**src/rtl/ddr_axi_2to1_arbiter.sv**
```systemverilog
// ddr_axi_2to1_arbiter: shares one DDR AXI-style port (combined A channel,
// W, R, B) between two requesters. Round-robin grant, one transaction in
// flight, watchdog on every post-grant state, sticky WLAST/length check.
module ddr_axi_2to1_arbiter #(
    parameter int unsigned DW         = 128,
    parameter int unsigned WDT_CYCLES = 4096
) (
    input  logic                  mem_clk,
    input  logic                  resetn,
    // requester A channels, lane i = bits [i*W +: W]
    input  logic [15:0]           s_aid,
    input  logic [63:0]           s_aaddr,
    input  logic [15:0]           s_alen,
    input  logic [5:0]            s_asize,
    input  logic [3:0]            s_aburst,
    input  logic [3:0]            s_alock,
    input  logic [1:0]            s_atype,
    input  logic [1:0]            s_avalid,
    output logic [1:0]            s_aready,
    // requester W channels
    input  logic [2*DW-1:0]       s_wdata,
    input  logic [2*(DW/8)-1:0]   s_wstrb,
    input  logic [1:0]            s_wlast,
    input  logic [1:0]            s_wvalid,
    output logic [1:0]            s_wready,
    // requester R channels
    output logic [15:0]           s_rid,
    output logic [2*DW-1:0]       s_rdata,
    output logic [3:0]            s_rresp,
    output logic [1:0]            s_rlast,
    output logic [1:0]            s_rvalid,
    input  logic [1:0]            s_rready,
    // requester B channels
    output logic [15:0]           s_bid,
    output logic [1:0]            s_bvalid,
    input  logic [1:0]            s_bready,
    // DDR A channel
    output logic [7:0]            m_aid,
    output logic [31:0]           m_aaddr,
    output logic [7:0]            m_alen,
    output logic [2:0]            m_asize,
    output logic [1:0]            m_aburst,
    output logic [1:0]            m_alock,
    output logic                  m_atype,
    output logic                  m_avalid,
    input  logic                  m_aready,
    // DDR W channel
    output logic [DW-1:0]         m_wdata,
    output logic [DW/8-1:0]       m_wstrb,
    output logic                  m_wlast,
    output logic                  m_wvalid,
    input  logic                  m_wready,
    // DDR R channel
    input  logic [7:0]            m_rid,
    input  logic [DW-1:0]         m_rdata,
    input  logic [1:0]            m_rresp,
    input  logic                  m_rlast,
    input  logic                  m_rvalid,
    output logic                  m_rready,
    // DDR B channel
    input  logic [7:0]            m_bid,
    input  logic                  m_bvalid,
    output logic                  m_bready,
    // status
    output logic [1:0]            grant,
    output logic                  err_timeout,
    output logic                  err_wlast
);

    localparam int unsigned SW   = DW / 8;
    localparam int unsigned WDTW = $clog2(WDT_CYCLES + 1);

    typedef enum logic [2:0] {
        ST_IDLE,
        ST_ADDR,
        ST_WDATA,
        ST_BRESP,
        ST_RDATA
    } state_t;

    state_t            state_q;
    logic [1:0]        grant_q;
    logic              ptr_q;
    logic [7:0]        beat_q;
    logic [WDTW-1:0]   wdt_q;
    logic              err_timeout_q;
    logic              err_wlast_q;

    logic              gidx;
    logic              win_c;
    logic              a_hs;
    logic              w_hs;
    logic              b_hs;
    logic              r_last_hs;
    logic              leave_c;

    assign gidx  = grant_q[1];
    // ptr picks the winner on a tie, otherwise the sole requester wins
    assign win_c = (&s_avalid) ? ptr_q : s_avalid[1];

    assign grant       = grant_q;
    assign err_timeout = err_timeout_q;
    assign err_wlast   = err_wlast_q;

    // Route the granted lane to/from DDR; everything else held at zero
    always_comb begin
        s_aready  = '0;
        s_wready  = '0;
        s_rid     = '0;
        s_rdata   = '0;
        s_rresp   = '0;
        s_rlast   = '0;
        s_rvalid  = '0;
        s_bid     = '0;
        s_bvalid  = '0;
        m_aid     = '0;
        m_aaddr   = '0;
        m_alen    = '0;
        m_asize   = '0;
        m_aburst  = '0;
        m_alock   = '0;
        m_atype   = 1'b0;
        m_avalid  = 1'b0;
        m_wdata   = '0;
        m_wstrb   = '0;
        m_wlast   = 1'b0;
        m_wvalid  = 1'b0;
        m_rready  = 1'b0;
        m_bready  = 1'b0;
        a_hs      = 1'b0;
        w_hs      = 1'b0;
        b_hs      = 1'b0;
        r_last_hs = 1'b0;
        case (state_q)
            ST_ADDR: begin
                m_aid    = gidx ? s_aid[15:8]    : s_aid[7:0];
                m_aaddr  = gidx ? s_aaddr[63:32] : s_aaddr[31:0];
                m_alen   = gidx ? s_alen[15:8]   : s_alen[7:0];
                m_asize  = gidx ? s_asize[5:3]   : s_asize[2:0];
                m_aburst = gidx ? s_aburst[3:2]  : s_aburst[1:0];
                m_alock  = gidx ? s_alock[3:2]   : s_alock[1:0];
                m_atype  = s_atype[gidx];
                m_avalid = s_avalid[gidx];
                s_aready[gidx] = m_aready;
                a_hs     = m_avalid && m_aready;
            end
            ST_WDATA: begin
                m_wdata  = gidx ? s_wdata[2*DW-1:DW] : s_wdata[DW-1:0];
                m_wstrb  = gidx ? s_wstrb[2*SW-1:SW] : s_wstrb[SW-1:0];
                m_wlast  = s_wlast[gidx];
                m_wvalid = s_wvalid[gidx];
                s_wready[gidx] = m_wready;
                w_hs     = m_wvalid && m_wready;
            end
            ST_BRESP: begin
                if (gidx) s_bid[15:8] = m_bid;
                else      s_bid[7:0]  = m_bid;
                s_bvalid[gidx] = m_bvalid;
                m_bready = s_bready[gidx];
                b_hs     = m_bvalid && m_bready;
            end
            ST_RDATA: begin
                if (gidx) begin
                    s_rid[15:8]         = m_rid;
                    s_rdata[2*DW-1:DW]  = m_rdata;
                    s_rresp[3:2]        = m_rresp;
                end else begin
                    s_rid[7:0]          = m_rid;
                    s_rdata[DW-1:0]     = m_rdata;
                    s_rresp[1:0]        = m_rresp;
                end
                s_rlast[gidx]  = m_rlast;
                s_rvalid[gidx] = m_rvalid;
                m_rready  = s_rready[gidx];
                r_last_hs = m_rvalid && m_rready && m_rlast;
            end
            default: ;
        endcase
    end

    assign leave_c = a_hs || (w_hs && m_wlast) || b_hs || r_last_hs;

    // Arbitration FSM, beat counter, watchdog and sticky error flags
    always_ff @(posedge mem_clk or negedge resetn) begin
        if (!resetn) begin
            state_q       <= ST_IDLE;
            grant_q       <= '0;
            ptr_q         <= 1'b0;
            beat_q        <= '0;
            wdt_q         <= '0;
            err_timeout_q <= 1'b0;
            err_wlast_q   <= 1'b0;
        end else begin
            if (w_hs) begin
                if (m_wlast != (beat_q == 8'd0)) err_wlast_q <= 1'b1;
                if (beat_q != 8'd0) beat_q <= beat_q - 8'd1;
            end
            case (state_q)
                ST_IDLE: begin
                    wdt_q <= '0;
                    if (|s_avalid) begin
                        state_q <= ST_ADDR;
                        grant_q <= win_c ? 2'b10 : 2'b01;
                        beat_q  <= win_c ? s_alen[15:8] : s_alen[7:0];
                    end
                end
                default: begin
                    if (leave_c) begin
                        wdt_q <= '0;
                        case (state_q)
                            ST_ADDR:  state_q <= m_atype ? ST_WDATA : ST_RDATA;
                            ST_WDATA: state_q <= ST_BRESP;
                            default: begin
                                state_q <= ST_IDLE;
                                grant_q <= '0;
                                ptr_q   <= ~gidx;
                            end
                        endcase
                    end else if (wdt_q == WDTW'(WDT_CYCLES - 1)) begin
                        err_timeout_q <= 1'b1;
                        state_q       <= ST_IDLE;
                        grant_q       <= '0;
                        ptr_q         <= ~gidx;
                        wdt_q         <= '0;
                    end else begin
                        wdt_q <= wdt_q + WDTW'(1);
                    end
                end
            endcase
        end
    end

endmodule

```
**config.mk**
```make
export PLATFORM = sky130hd
export DESIGN_NAME = ddr_axi_2to1_arbiter
export DESIGN_NICKNAME = d
export VERILOG_FILES = /design/src/rtl/ddr_axi_2to1_arbiter.sv
export SDC_FILE = /design/constraint.sdc
export NUM_CORES = 1
export LEC_CHECK = 0
export ABC_AREA = 1
export BUFFER_PORTS_ARGS = -buffer_cell sky130_fd_sc_hd__buf_4
export CORE_AREA = 2 2 424 426
export CTS_CLUSTER_SIZE = 8
export DETAILED_ROUTE_END_ITERATION = 16
export DIE_AREA = 0 0 426 428
export PLACE_DENSITY = 0.31
export SLEW_MARGIN = 10
export SYNTH_ARGS = -nofsm -noshare
export SYNTH_HDL_FRONTEND = slang
export SYNTH_SLANG_ARGS = --single-unit
```
**constraint.sdc**
```tcl
create_clock -name mem_clk -period 1.85 [get_ports mem_clk]
set_clock_uncertainty 0.15 [all_clocks]
set_input_delay 0.37 -clock mem_clk [delete_from_list [all_inputs] [get_ports mem_clk]]
set_output_delay 0.37 -clock mem_clk [all_outputs]
set_load 0.03 [all_outputs]
```
* After elaboration in Yosys (flattened, before gate mapping)
Index checks and enable logic that the tools add are counted.
Storage, ports and cells: register bits after elaboration 29, latch bits 0, RAM bits 0, ROM bits 0, logic and storage cells 132, memories 0
Cells by class: $add $sub $neg 2, multiply operators 0, div/mod/pow operators 0, $lt $le $gt $ge 2, eq/ne operators 9, shift operators 0, muxes and demuxes 81, bitwise gates (word level) 8, reductions and logical operators 23
Operator list (count):
- two-way mux 128 bit | 4
- two-way mux 256 bit | 1
- two-way mux 8 bit | 13
- two-way mux 16 bit | 4
- two-way mux 32 bit | 2
- two-way mux 13 bit | 3
- two-way mux 2 bit | 17
- two-way mux 1 bit | 27
- two-way mux 3 bit | 7
- adder 13 x 1 -> 13 bit (second input constant) | 1
- == test 13 x 12 -> 1 bit (second input constant) | 1
- AND 2 bit | 5
- AND reduction 3 bit | 3
- logical NOT 8 bit | 1
- nonzero test 8 bit | 1
- subtractor 8 x 1 -> 8 bit (second input constant) | 1
- logical AND 1 bit | 7
- == test 3 x 2 -> 1 bit (second input constant) | 2
- one-hot mux 3 bit (2 select lines) | 1
- AND reduction 2 bit | 3
- two-way mux 4 bit | 1
- != test 2 bit (second input constant) | 2
- OR reduction 2 bit | 2
- == test 3 x 1 -> 1 bit (second input constant) | 1
- other kinds (11) | 15

* Depth between registers and ports, before layout
Gate-level depths: netlist of the first run.
word-level depth 10, depth in mapped cells 11

* Least setup slack after synthesis of the first run
Ideal clock, no wire load.
path type register to output, start point register grant_q[1] (netlist: grant[1]), end point output port m_aaddr[20], data arrival time 1.847 ns, data required time 1.330 ns, slack -0.517 ns, stages on the path, launching flop included 7, cell sequence dfrtp_1 inv_1 buf_2 buf_2 clkbuf_1 nand2_1 a21oi_1
Between the ends: longest elaborated chain between the ends 2
RTL lines:
- from (decl) | RTL line 82 | logic [1:0] grant_q;
- from (signal assigned) | RTL line 203 | grant_q <= win_c ? 2'b10 : 2'b01;
- two-way mux 32 bit | RTL line 137 | m_aaddr = gidx ? s_aaddr[63:32] : s_aaddr[31:0];
- two-way mux 32 bit | RTL line 134 | case (state_q)
- to (decl) | RTL line 39 | output logic [31:0] m_aaddr,
No other way between the ends.

* Worst setup path after layout of the first run
start point register state_q[0], end point output port m_wdata[4]
Between the ends: longest elaborated chain between the ends 2
RTL lines:
- from (decl) | RTL line 81 | state_t state_q;
- from (signal assigned) | RTL line 211 | ST_ADDR: state_q <= m_atype ? ST_WDATA : ST_RDATA;
- == test 3 x 2 -> 1 bit | RTL line 134
- two-way mux 128 bit | RTL line 134
- to (decl) | RTL line 48 | output logic [DW-1:0] m_wdata,
No other way between the ends.

==> impl_metrics.yaml, run 1 <==
run_status:
  status: "finished with violations"
  failed_checks: "negative setup slack"
floorplanning:
  start_util: 0.0368
  ios: 1074
  die_area_mm2: 0.182
  rows: 155
  coreArea_mm2: 0.178
  die_h_um: 428
  die_w_um: 426
clock_tree:
  cts_buffers: 5
  htree_levels: 2
  clk_pin_slew_ns: 0.06
  cts_buffer_depth: 2
  cts.sinks: 29
  cts_tree: "built"
  clk_latency_ns: 0.28
  clockRootBuffer: "clkbuf_16"
route:
  wirelength_mm: 116
  drt_iter0_markers: 654
  num_vias: 14188
  detail-route-antenna-nets: 0
  dr.pass1.iters: 5
  wire_per_inst_um: 23.2
  avgViaCountPerCell: 2.83
  post-route-drc-count: 0
worst_setup_path:
  path_max_fanout: 10
  r2r_setup_slack_ns: -0.29
  cp.arrival_ns: 1.87
  reg2reg_depth: 10
  worstPathRequired_ns: 1.33
  crit_chain: "buf_6 -> inv_4 -> nand3_4 -> buf_4 -> clkbuf_16 -> a21oi_4 -> buf_4"
  cpMostUsedCell: "buf_4"
  crit_path_top_delay_cell: "dfrtp_2"
  cp.buffers_inverters: 5
  slowest_delay_ns: 0.42
  criticalPathCategory: "flip-flop to output pin"
  r2r-start: "grant[1]$_DFFE_PN0P_"
  r2r_end: "wdt_q[4]$_DFF_PN0_"
  critPathLaunchType: "flip-flop"
  end_kind: "output pin"
  cp_top_family: "buffers and inverters"
yosys:
  yosysTopAreaCellShare: 0.263
  synth_top_family_by_area: "simple AND/OR/NAND/NOR gates"
  synth-xor-area-share: 0.0107
  syn_nets: 1987
  synth_edf_count: 0
  synth_area_mm2: 0.00654
  synth_top_area_cell: "nand2_1"
  yosysMostFrequentCell: "nand2_1"
  synth.area.top_cells: "nand2_1 (26%), nor2_1 (20%), a21oi_1 (16%)"
  synth_fa_ha_area_frac: 0.00574
  synth_ff_type: "dfrtp_1"
  synthMuxAreaShare: 0.00153
  syn_area_per_cell_um2: 4.60
  synth_common_cells: "nand2_1 (458), nor2_1 (343), a21oi_1 (207)"
  synthCells: 1421
  synth_compound_area_frac: 0.180
  ys_seq_area_frac: 0.111
  synth-simple-area-share: 0.510
  yosys_warnings: 0
  ys_async_sr_fraction: 1.00
  synth-seq-cells: 29
  yosysUniqueCellTypes: 35
final_layout:
  drive_above_1_share: 0.699
  fin_nets: 3207
  area_growth_pct: 296
sta:
  relSlewSlack: 0.698
  tns_ns: -231.87
  fmax_mhz: 418
  hold_viol: 0
  setup_viol: 537
  fin_crit_ns: 2.39
  worst_slew_pin_slew_ns: 0.453
  slew_violations: 0
  finalCritPeriodShare: 1.29
  rsz0062_at_grt: "true"
  worst_slack_ns: -0.544
worst_hold_path:
  min_from: "s_alen[1]"
  whs_endpoint: "beat_q[1]$_DFF_PN0_"
  whs_path_depth: 3
  hold_path.class: "input port to flip-flop"
run:
  cap_violations: 0
global_route:
  first_global_vias: 14149
  grt_pass1_wl_mm: 143
  grt_antenna_before_repair: 59
  grt_max_degree: 34
  track_usage: 0.118
  grt.overflow.total: 0
power_and_ir_drop:
  power.total_w: 0.0241
  irDropWorstVdd_mv: 0.647
  power-per-cell-area_mw_per_mm2: 931
  leakagePower_nw: 11.3
placed_design:
  hpwl_mm: 102
  place_congestion: 0.987
  numPortBuffers: 1073
## worst reg2reg max path, delay by kind of cell, from the launching register on
family / cells / cell delay (ns)
and+or+nand+nor: 5 / 0.65
buffers and inverters: 4 / 0.61
DFF: 1 / 0.59
AOI/OAI and AO/OA: 1 / 0.06
## layout make-up
class,instances,area (um^2)
multi-input cells,1097,9000
repair buffers,1311,12200
clock buffers,6,139
inverters,194,762
repair inverters,3,41.3
well taps,2355,2950
diodes,11,27.5
clock inverters,2,37.5
fillers,20565,152000
flip-flops and latches,29,731
## metal layers
layer | vias up | global-route usage | share of wire
met4 | 14 | 0.0330 | 0.028
met3 | 104 | 0.0242 | 0.062
met1 | 6629 | 0.130 | 0.37
li1 | 6762 | - | -
met2 | 679 | 0.226 | 0.54
met5 | - | 0 | 0.00079
## worst max-delay path by stage
| stage | cells past startpoint | slack [ns] | to | start |
|---|---|---|---|---|
| after detailed placement | 5 | -0.38 | m_aaddr[4] | grant[1]$_DFFE_PN0P_ |
| final | 7 | -0.54 | m_wdata[4] | state_q[0]$_DFFE_PN0P_ |
| after global placement | 5 | -0.38 | m_aaddr[4] | grant[1]$_DFFE_PN0P_ |
| after CTS | 6 | -0.57 | s_rdata[140] | grant[1]$_DFFE_PN0P_ |
| after floorplan | 4 | -0.36 | s_aready[0] | grant[1]$_DFFE_PN0P_ |
| after global routing | 9 | -0.61 | s_rid[2] | state_q[2]$_DFFE_PN0P_ |
## what timing repair did
item,4_1_cts,5_1_grt
setup endpoints to repair,537,537
hold buffers,1,0
setup buffers,19,17
pin swaps,6,10
hold endpoints to repair,29,0
gates cloned,11,11
resized for setup,146,237
## registers in the layout, summed over array words and instances, names as in the netlist
register	flops
beat_q	8
err_timeout	1
err_wlast	1
grant	2
ptr_q	1
state_q	3
wdt_q	13
## logic make-up after synthesis
kind of cell,Yosys count
adder cells (fa/ha/maj),3
AO/OA/AOI/OAI,230
AND/OR/NAND/NOR,855
buffers and inverters,295
flip-flops,29
multiplexers,1
XOR/XNOR,8
## stage by stage
stage / util / cell area (um^2) / setup slack (ns) / std cells / hold slack (ns)
floorplan: - / 11000 / -0.361 / 1421 / -0.0756
global placement: 0.131 / 23300 / -0.375 / 4930 / 0.209
detailed placement: 0.131 / 23300 / -0.377 / 4930 / 0.208
CTS: 0.138 / 24500 / -0.573 / 4969 / 0.206
global route: 0.146 / 25900 / -0.612 / 5006 / 0.223
finish: 0.146 / 25900 / -0.544 / 5008 / 0.209
## placed cells by master (no fill, tap or decap), types with 3 or more instances in the layout
| cell type | n |
|---|---|
| buf_4 | 967 |
| nand2_1 | 442 |
| nor2_4 | 265 |
| buf_6 | 230 |
| a21oi_4 | 195 |
| inv_1 | 186 |
| buf_12 | 68 |
| nor2_1 | 64 |
| dfrtp_1 | 27 |
| nand3_1 | 22 |
| nor2_2 | 17 |
| buf_8 | 17 |
| nand2_2 | 16 |
| buf_16 | 16 |
| o21ai_0 | 15 |
| clkbuf_16 | 15 |
| diode_2 | 11 |
| a21oi_1 | 9 |
| nor3_1 | 8 |
| xor2_1 | 6 |
| nor3_4 | 5 |
| inv_2 | 4 |
| nand4_1 | 4 |
| a21oi_2 | 4 |
| nor3_2 | 3 |
| inv_12 | 3 |
| ha_1 | 3 |
## power breakdown
group	internal [W]	total (W)	leakage, nW	switching (W)
clock network	0.000672	0.000984	0.0832	0.000312
logic	0.00879	0.0221	10.8	0.0134
registers	0.000818	0.00101	0.377	0.000190
total	0.0103	0.0241	11.3	0.0139
Note: power is estimated with default switching activity, not from simulation.
==> run 2: changes to the inputs <==
--- a/config.mk
+++ b/config.mk
@@ -5,12 +5,12 @@
 export SDC_FILE = /design/constraint.sdc
 export NUM_CORES = 1
 export LEC_CHECK = 0
-export ABC_AREA = 1
+export ABC_AREA = 0
 export BUFFER_PORTS_ARGS = -buffer_cell sky130_fd_sc_hd__buf_4
-export CORE_AREA = 2 2 424 426
+export CORE_AREA = 2 2 423 425
 export CTS_CLUSTER_SIZE = 8
 export DETAILED_ROUTE_END_ITERATION = 16
-export DIE_AREA = 0 0 426 428
+export DIE_AREA = 0 0 425 427
 export PLACE_DENSITY = 0.31
 export SLEW_MARGIN = 10
 export SYNTH_ARGS = -nofsm -noshare
==> run 2 against run 1 <==
  * Die area shrank 0.47%
  * First-iteration DRC count shrank 52%
  * Via count shrank 15%
  * Fmax shrank 8.2%
  * The flow still finishes with violations (negative setup slack)
  * Largest power group unchanged
  * Sequential power is essentially flat
  * Core utilization shrank 2.5 points
  * Cell area shrank 17%
  * Non-clock buffer count shrank 59
  * Wire length grew 10%
==> impl_metrics.yaml, run 2 <==
worst_setup_path:
  critPathLaunch: "state_q[0]$_DFFE_PN0P_"
  r2r-start: "grant[1]$_DFFE_PN0P_"
  crit_path_top_delay_cell: "or3b_4"
  r2r_setup_slack_ns: -0.34
  worstPathRequired_ns: 1.33
  endpoint: "s_rdata[102]"
  slowest_delay_ns: 0.44
  cp.arrival_ns: 2.09
  crit_chain: "or3b_4 -> nor2_4 -> buf_12 -> buf_4 -> and2_1 -> buf_4"
  cp.buffers_inverters: 3
  cp.depth: 6
  path_max_fanout: 15
  criticalPathCategory: "flip-flop to output pin"
  cp_top_family: "simple AND/OR/NAND/NOR gates"
  cpMostUsedCell: "buf_4"
  r2r_end: "ptr_q$_DFFE_PN0P_"
  end_kind: "output pin"
  critPathLaunchType: "flip-flop"
  reg2reg_depth: 8
power_and_ir_drop:
  pwr-share-comb: 0.905
  swShare: 0.548
  switching_power_w: 0.0114
  irDropWorstVdd_mv: 0.531
  p_seq_frac: 0.049
  power-per-cell-area_mw_per_mm2: 969
  clkPwrFrac: 0.047
  p_int_w: 0.00940
  leakagePower_nw: 9.83
sta:
  tns_ns: -310.77
  slew_violations: 0
  relSlewSlack: 0.685
  worst_slack_ns: -0.757
  fmax_mhz: 384
  hold_viol: 0
  worst_slew_pin_slew_ns: 0.466
  fin_crit_ns: 2.61
  rsz0062_at_grt: "true"
  finalCritPeriodShare: 1.41
  setup_viol: 537
yosys:
  ys_seq_area_frac: 0.107
  syn_area_per_cell_um2: 6.90
  synth_top_area_cell: "mux2i_1"
  yosysUniqueCellTypes: 46
  synth_area_mm2: 0.00676
  yosys_warnings: 0
  syn_nets: 1545
  ys_async_sr_fraction: 1.00
  synthCells: 979
  synth-seq-cells: 29
  synth.area.top_cells: "mux2i_1 (31%), and2_1 (27%), nor2_1 (13%)"
  yosysTopAreaCellShare: 0.310
  yosysMostFrequentCell: "and2_1"
  synth_edf_count: 0
  synth_common_cells: "and2_1 (289), nor2_1 (230), mux2i_1 (209)"
  synth_ff_type: "dfrtp_1"
route:
  num_vias: 12035
  dr.pass1.iters: 4
  post-route-drc-count: 0
  wire_per_inst_um: 28.5
  detail-route-antenna-nets: 0
  avgViaCountPerCell: 2.67
  wirelength_mm: 128
  drt_iter0_markers: 316
final_layout:
  post-route-cell-area_mm2: 0.0215
  drive_above_1_share: 0.722
  largest_register_ffs: 13
  largest_register: "wdt_q"
  regArea_um2: 729
  mostFrequentLayoutCells: "buf_4 (1015), and2_1 (216), mux2i_1 (183), buf_6 (179), nor2_2 (142)"
  final_common_cell: "buf_4"
  fin_nets: 2719
  area_growth_pct: 218
  fill_cells: 20631
  reg.largest.list: "wdt_q: 13 flops, beat_q: 8 flops, state_q: 3 flops"
  multi_input_area_mm2: 0.00669
clock_tree:
  cts_buffer_depth: 2
  cts_tree: "built"
  cts.sinks: 29
  clk_pin_slew_ns: 0.06
  cts_buffers: 5
  clk_latency_ns: 0.28
  clockRootBuffer: "clkbuf_16"
  htree_levels: 2
global_route:
  first_global_vias: 11718
  grt.overflow.total: 0
  track_usage: 0.130
  grt_pass1_wl_mm: 149
  grt_max_degree: 50
  grt_antenna_before_repair: 74
run:
  cap_violations: 0
worst_hold_path:
  hold_path.class: "input port to flip-flop"
  whs_path_depth: 3
  min_from: "s_alen[13]"
floorplanning:
  die_h_um: 427
  start_util: 0.0381
  die_area_mm2: 0.181
  die_w_um: 425
  ios: 1074
  coreArea_mm2: 0.177
  rows: 155
placed_design:
  place_congestion: 0.857
  numPortBuffers: 1073
  hpwl_mm: 117
  place_area_mm2: 0.0193
run_status:
  status: "finished with violations"
  failed_checks: "negative setup slack"
==> run 2: worst min path at each step <==
stage / end / slack, ns
4_1_cts: beat_q[2]$_DFF_PN0_ / 0.29
5_1_grt: beat_q[2]$_DFF_PN0_ / 0.30
2_1_floorplan: beat_q[0]$_DFF_PN0_ / -0.08
3_5_place_dp: wdt_q[8]$_DFF_PN0_ / 0.22
6_report: beat_q[5]$_DFF_PN0_ / 0.28
3_3_place_gp: wdt_q[8]$_DFF_PN0_ / 0.23
==> run 2: kinds of logic after synthesis <==
group                    count (synthesis)  synth area share
AND/OR/NAND/NOR                        595             0.464
multiplexers                           216             0.321
buffers and inverters                   90            0.0541
AO/OA/AOI/OAI                           34            0.0326
flip-flops                              29             0.107
XOR/XNOR                                12            0.0155
adder cells (fa/ha/maj)                  3           0.00555
==> run 2: repair_timing <==
action                     4_1_cts  5_1_grt
hold endpoints to repair        29        0
setup buffers                   20       11
pin swaps                       15       34
setup endpoints to repair      537      537
cloned                           8       14
hold buffers                     1        0
resized for setup              156      188
==> run 2: tightest hold or removal path: stages <==
cell and delay (ns):
buf_4 0.09, mux2i_1 0.07, a21oi_1 0.14
==> run 2: power by group through the flow <==
stage | registers [W] | logic, W | clock network [W]
floorplan | 0.00103 | 0.00890 | 0
global route | 0.00104 | 0.0199 | 0.00101
finish | 0.00101 | 0.0188 | 0.000975
global placement | 0.00102 | 0.0172 | 0
detailed placement | 0.00101 | 0.0172 | 0
CTS | 0.00100 | 0.0183 | 0.000995
==> run 2: per-stage QoR <==
step           setup slack [ns]  power, W  utilization  std cells  hold slack [ns]
3_3_place_gp             -0.612    0.0183        0.109       4455            0.229
3_5_place_dp             -0.620    0.0182        0.109       4455            0.222
6_report                 -0.757    0.0208        0.121       4511            0.278
4_1_cts                  -0.718    0.0203        0.116       4491            0.286
5_1_grt                  -0.779    0.0219        0.121       4509            0.304
2_1_floorplan            -0.499   0.00994            -        979          -0.0756
==> run 2: final cells by class <==
| cell class | instances | share of cell area |
|---|---|---|
| timing repair buffer | 1252 | 0.509 |
| tap | 2355 | 0.137 |
| antenna | 2 | 0.000233 |
| clock buffer | 5 | 0.00583 |
| multi-input combinational | 861 | 0.311 |
| inverter | 4 | 0.000699 |
| clock inverter | 3 | 0.00216 |
| sequential | 29 | 0.0340 |
==> run 2: metal layers <==
layer,vias to the layer above,part of all wire,track usage
met5,-,0.0013,0
met3,136,0.049,0.0237
met4,28,0.0079,0.00479
met1,5739,0.39,0.149
li1,5569,-,-
met2,563,0.55,0.256
